`src/rtl/simpleio_arb_pkg.sv`:
```
// Shared codes for the simple I/O write arbiter: target selects, FSM states
// and the hold-counter width.
package simpleio_arb_pkg;

  localparam logic [1:0] TGT_LED   = 2'd0;
  localparam logic [1:0] TGT_DISP1 = 2'd1;
  localparam logic [1:0] TGT_DISP2 = 2'd2;
  localparam logic [1:0] TGT_RSVD  = 2'd3;

  localparam int HOLD_CNT_W = 4;

  typedef enum logic [1:0] {
    ST_IDLE  = 2'd0,
    ST_WRITE = 2'd1,
    ST_HOLD  = 2'd2
  } state_e;

endpackage

```
`src/rtl/simpleio_wr_arbiter_rr_pick.sv`:
```
// Combinational round-robin picker: first set request strictly after the
// pointer, wrapping modulo N.
module rr_pick #(
  parameter  int N  = 4,
  localparam int IW = $clog2(N)
) (
  input  logic [N-1:0]  req_i,
  input  logic [IW-1:0] ptr_i,
  output logic          vld_o,
  output logic [IW-1:0] idx_o
);

  logic [IW-1:0] cand;

  always_comb begin
    vld_o = 1'b0;
    idx_o = '0;
    cand  = ptr_i;
    for (int i = 0; i < N; i++) begin
      cand = (cand == IW'(N-1)) ? '0 : cand + 1'b1;
      if (!vld_o && req_i[cand]) begin
        vld_o = 1'b1;
        idx_o = cand;
      end
    end
  end

endmodule

```
`src/rtl/simpleio_wr_arbiter.sv`:
```
// Round-robin arbiter serialising LED/DISP1/DISP2 byte writes with an optional
// frame hold. SIMPLEIO_ARB_PRIO0_EN gives requester 0 absolute, hold-free priority.
module simpleio_wr_arbiter
  import simpleio_arb_pkg::*;
#(
  parameter  int C_NUM_REQ     = 4,
  parameter  int C_HOLD_FRAMES = 1,
  localparam int GW            = $clog2(C_NUM_REQ)
) (
  input  logic                   Bus2IP_Clk,
  input  logic                   Bus2IP_Resetn,
  input  logic [C_NUM_REQ-1:0]   req,
  input  logic [2*C_NUM_REQ-1:0] req_sel,
  input  logic [8*C_NUM_REQ-1:0] req_data,
  input  logic                   frame_done,
  output logic [C_NUM_REQ-1:0]   ack,
  output logic [C_NUM_REQ-1:0]   err,
  output logic                   led_wr,
  output logic                   disp1_wr,
  output logic                   disp2_wr,
  output logic [7:0]             wr_data,
  output logic [GW-1:0]          grant_id,
  output logic                   busy
);

  state_e                  state_q, state_d;
  logic [GW-1:0]           ptr_q, ptr_d, gid_q, gid_d;
  logic [HOLD_CNT_W-1:0]   cnt_q, cnt_d;
  logic [C_NUM_REQ-1:0]    ack_q, ack_d, err_q, err_d;
  logic                    led_q, led_d, d1_q, d1_d, d2_q, d2_d;
  logic [7:0]              wd_q, wd_d;

  logic [C_NUM_REQ-1:0]    pick_req;
  logic                    pick_vld;
  logic [GW-1:0]           pick_idx;
  logic                    win_vld, ptr_upd, skip_hold;
  logic [GW-1:0]           win;
  logic [1:0]              win_sel;
  logic [7:0]              win_data;

  rr_pick #(.N(C_NUM_REQ)) u_pick (
    .req_i (pick_req),
    .ptr_i (ptr_q),
    .vld_o (pick_vld),
    .idx_o (pick_idx)
  );

  // Winner resolution; with priority, requester 0 bypasses the pointer entirely.
  always_comb begin
`ifdef SIMPLEIO_ARB_PRIO0_EN
    pick_req  = req & ~C_NUM_REQ'(1);
    win_vld   = req[0] | pick_vld;
    win       = req[0] ? '0 : pick_idx;
    ptr_upd   = ~req[0];
    skip_hold = (gid_q == '0);
`else
    pick_req  = req;
    win_vld   = pick_vld;
    win       = pick_idx;
    ptr_upd   = 1'b1;
    skip_hold = 1'b0;
`endif
  end

  assign win_sel  = req_sel[{win, 1'b0} +: 2];
  assign win_data = req_data[{win, 3'b000} +: 8];

  always_ff @(posedge Bus2IP_Clk or negedge Bus2IP_Resetn) begin
    if (!Bus2IP_Resetn) begin
      state_q <= ST_IDLE;
      ptr_q   <= GW'(C_NUM_REQ-1);
      gid_q   <= '0;
      cnt_q   <= '0;
      ack_q   <= '0;
      err_q   <= '0;
      led_q   <= 1'b0;
      d1_q    <= 1'b0;
      d2_q    <= 1'b0;
      wd_q    <= '0;
    end else begin
      state_q <= state_d;
      ptr_q   <= ptr_d;
      gid_q   <= gid_d;
      cnt_q   <= cnt_d;
      ack_q   <= ack_d;
      err_q   <= err_d;
      led_q   <= led_d;
      d1_q    <= d1_d;
      d2_q    <= d2_d;
      wd_q    <= wd_d;
    end
  end

  always_comb begin
    state_d = state_q;
    ptr_d   = ptr_q;
    gid_d   = gid_q;
    cnt_d   = cnt_q;
    case (state_q)
      ST_IDLE: begin
        if (win_vld) begin
          state_d = ST_WRITE;
          gid_d   = win;
          if (ptr_upd) ptr_d = win;
        end
      end
      ST_WRITE: begin
        // A frame_done landing here is deliberately dropped by the clear.
        cnt_d = '0;
        if (C_HOLD_FRAMES > 0 && !(|err_q) && !skip_hold) state_d = ST_HOLD;
        else                                              state_d = ST_IDLE;
      end
      ST_HOLD: begin
        if (frame_done) begin
          if (cnt_q + 1'b1 == HOLD_CNT_W'(C_HOLD_FRAMES)) state_d = ST_IDLE;
          else                                             cnt_d   = cnt_q + 1'b1;
        end
      end
      default: state_d = ST_IDLE;
    endcase
  end

  // Output next-state: strobes are launched on the IDLE->WRITE edge.
  always_comb begin
    ack_d = '0;
    err_d = '0;
    led_d = 1'b0;
    d1_d  = 1'b0;
    d2_d  = 1'b0;
    wd_d  = '0;
    if (state_q == ST_IDLE && win_vld) begin
      if (win_sel == TGT_RSVD) begin
        err_d[win] = 1'b1;
      end else begin
        ack_d[win] = 1'b1;
        wd_d       = win_data;
        led_d      = (win_sel == TGT_LED);
        d1_d       = (win_sel == TGT_DISP1);
        d2_d       = (win_sel == TGT_DISP2);
      end
    end
  end

  assign ack      = ack_q;
  assign err      = err_q;
  assign led_wr   = led_q;
  assign disp1_wr = d1_q;
  assign disp2_wr = d2_q;
  assign wr_data  = wd_q;
  assign grant_id = gid_q;
  assign busy     = (state_q != ST_IDLE);

endmodule

```
`config.mk`:
```
export PLATFORM = sky130hd
export DESIGN_NAME = simpleio_wr_arbiter
export DESIGN_NICKNAME = d
export VERILOG_FILES = /design/src/rtl/simpleio_arb_pkg.sv /design/src/rtl/simpleio_wr_arbiter_rr_pick.sv /design/src/rtl/simpleio_wr_arbiter.sv
export SDC_FILE = /design/constraint.sdc
export NUM_CORES = 1
export LEC_CHECK = 0
export BUFFER_PORTS_ARGS = -buffer_cell sky130_fd_sc_hd__buf_2
export CORE_ASPECT_RATIO = 1.4
export CORE_MARGIN = 5
export CORE_UTILIZATION = 36
export DETAILED_ROUTE_END_ITERATION = 12
export PLACE_DENSITY = 0.68
export SLEW_MARGIN = 20
export SYNTH_ARGS = -nofsm -noshare
export SYNTH_HDL_FRONTEND = slang
export SYNTH_SLANG_ARGS = --single-unit
export TNS_END_PERCENT = 20
```
`constraint.sdc`:
```
create_clock -name Bus2IP_Clk -period 3.3 [get_ports Bus2IP_Clk]
set_input_delay 0.66 -clock Bus2IP_Clk [delete_from_list [all_inputs] [get_ports Bus2IP_Clk]]
set_output_delay 0.66 -clock Bus2IP_Clk [all_outputs]
set_load 0.01 [all_outputs]
```
==> impl_metrics.env <==
export IMPL_drv_cap=0
export IMPL_wl_met1_um=1600
export IMPL_async_reset_ff_share_pct=100
export IMPL_peakVddDrop_uv=378
export IMPL_hold_violations=0
export IMPL_die_area_um2=6100
export IMPL_synth_edf_count=0
export IMPL_r2r_start="ptr_q[0]"
export IMPL_first_pass_iters=4
export IMPL_ant_nets=0
export IMPL_syn_nets=231
export IMPL_cp_arrival_ps=2430
export IMPL_clk_latency_ps=280
export IMPL_power_density_nw_per_um2=767
export IMPL_clk_pin_slew_worst_paths_ps=60
export IMPL_met2_length_um=2340
export IMPL_htree_levels=2
export IMPL_ios=69
export IMPL_port_buffers=68
export IMPL_yosysTopAreaCellShare_pct=40.6
export IMPL_tns_ps=0
export IMPL_vias=1526
export IMPL_clock_skew_ps=8.74
export IMPL_antenna_found_initial=0
export IMPL_synthAdderAreaFrac_pct=2.26
export IMPL_ys_seq_area_share_pct=43.8
export IMPL_syn_inst=181
export IMPL_slew_headroom_pct=57.3
export IMPL_nets=303
export IMPL_grt_pass1_vias=1572
export IMPL_cts_sinks=29
export IMPL_rsz0062_at_grt="no"
export IMPL_clockBufferDepth=2
export IMPL_core_area_um2=4500
export IMPL_drv_slew=0
export IMPL_hpwl_um=3370
export IMPL_hold_buffers=0
export IMPL_die_y_um=90.4
export IMPL_die_w_um=67.5
export IMPL_synth_seq_cells=29
export IMPL_syn_area_um2=1660
export IMPL_areaGrowthSynthToFinish_pct=29.2
export IMPL_crit_required_ps=3480
export IMPL_synth_top_cell_by_area="dfrtp_1"
export IMPL_period_share_pct=68.2
export IMPL_rows=29
export IMPL_cts_tree="built"
export IMPL_synth_compound_area_share_pct=11.9
export IMPL_wl_met3_um=255
export IMPL_setup_viol=0
export IMPL_worstSetupPathType="reg2reg"
export IMPL_synthMuxAreaShare_pct=15.6
export IMPL_ys_warn_count=0
export IMPL_routed_wl_um=4270
export IMPL_post_cts_buffers=0
export IMPL_yosysMostFrequentCell="nand2_1"
export IMPL_drtIter0Drc=23
export IMPL_numCtsBuffers=5
export IMPL_tightest_slew_ps=641
export IMPL_via_per_inst=4.83
export IMPL_max_freq_ghz=0.445
export IMPL_grt_overflow=0
export IMPL_initial_utilization_pct=37.0
export IMPL_yosys_area_share_simple_pct=23.3
export IMPL_grt_pass1_wl_um=6980
export IMPL_start_kind="flip-flop"
export IMPL_maxUsedRoutingLayer="met4"
export IMPL_crit_fanout=13
export IMPL_root_buffer="clkbuf_8"
export IMPL_period_needed_ps=2250
export IMPL_synth_cell_types=33
export IMPL_antennaDiodeCount=0
export IMPL_drc_errors=0
export IMPL_fillers=480
export IMPL_finish_instance_area_um2=2150
export IMPL_worstSetupEndpointType="flip-flop"
export IMPL_synth_xor_area_share_pct=0.526
export IMPL_synthTopCellsByCount="nand2_1 (50), dfrtp_1 (27), mux2_2 (16)"
export IMPL_r2r_setup_slack_ps=1050
export IMPL_dpl_cell_area_um2=2060
export IMPL_drive_gt1_share_pct=38.2
export IMPL_hold_path_class="in2async"
export IMPL_synth_top_family_by_area="simple AND/OR/NAND/NOR gates"
export IMPL_grt_max_degree=30
export IMPL_worst_r2r_endpoint="wr_data[6]"
export IMPL_place_congestion=0.762
export IMPL_cts_resized=0
export IMPL_grt_usage_pct=15.0
export IMPL_syn_avg_cell_area_um2=9.19
export IMPL_p_leak_nw=1.12
export IMPL_r2r_cells=6
export IMPL_status="finished, final reports clean"
export IMPL_synth_area_top_cells="dfrtp_1 (41%), nand2_1 (11%), mux2_2 (11%)"
export IMPL_wl_per_cell_um=13.5
export IMPL_synth_flop_cell="dfrtp_1"
[worst max-delay path by stage]
stage             start         end  slack, ps  cells after the start
5_1_grt        ptr_q[0]    disp1_wr        900                      6
6_report       ptr_q[0]  wr_data[6]       1050                      6
2_1_floorplan  ptr_q[0]    disp2_wr       1370                      7
3_3_place_gp   ptr_q[0]  wr_data[4]       1170                      6
4_1_cts        ptr_q[0]  wr_data[6]       1050                      6
3_5_place_dp   ptr_q[0]  wr_data[6]       1050                      6
[sequential cells by signal, indices dropped and copies added (netlist names)]
register / count
ack: 4
cnt_q: 4
disp1_wr: 1
disp2_wr: 1
err: 4
grant_id: 2
led_wr: 1
ptr_q: 2
state_q: 2
wr_data: 8
[through the flow]
step	hold WS [ps]	setup slack [ps]	std cells	utilization, %	total power [mW]
2_1_floorplan	364	1370	181	-	1.16
3_3_place_gp	462	1170	308	45.9	1.38
3_5_place_dp	463	1050	308	45.9	1.39
4_1_cts	411	1050	316	47.8	1.68
5_1_grt	448	901	316	47.8	1.79
6_report	401	1050	316	47.8	1.65
[cells by family after synthesis]
| logic type | Yosys count |
|---|---|
| xor+xnor | 1 |
| fa+ha+maj | 3 |
| simple gates | 87 |
| flops | 29 |
| mux | 24 |
| compound gates | 28 |
| buf+inv | 9 |
[area by class of cell]
class / count / area (um2) / share of cell area, %
Multi-Input combinational cell: 143 / 892 / 41.5
Sequential cell: 29 / 728 / 33.9
Timing Repair Buffer: 69 / 348 / 16.2
Tap cell: 62 / 77.6 / 3.61
Clock buffer: 5 / 68.8 / 3.20
Inverter: 5 / 18.8 / 0.873
Clock inverter: 3 / 17.5 / 0.814
[critical path: stages (launching register included)]
cell and delay [ps]:
dfstp_2 570, ha_1 280, o31a_1 310, o21ai_1 110
o21ai_1 200, nand2b_1 440, o22ai_1 250
[routing by layer]
metal	vias up	global-route usage, %
met4	0	5.08
met3	6	3.49
met1	707	16.2
met5	-	0
li1	768	-
met2	45	27.2
[placed cells by master, fill, tap and decap left out, drive strengths merged, types with 7 or more instances in the layout]
cell,instances
mux2i,8
mux2,16
o21ai,7
dfrtp,27
buf,69
nor2b,9
nor2,12
nand2,50
o22ai,12
[power by group]
| group | internal [mW] | leakage (nW) | total, mW | switching, mW |
|---|---|---|---|---|
| clock network | 0.145 | 0.0439 | 0.276 | 0.131 |
| logic | 0.379 | 0.688 | 0.841 | 0.462 |
| registers | 0.472 | 0.383 | 0.533 | 0.0612 |
Power figures use the tool's default switching activity.
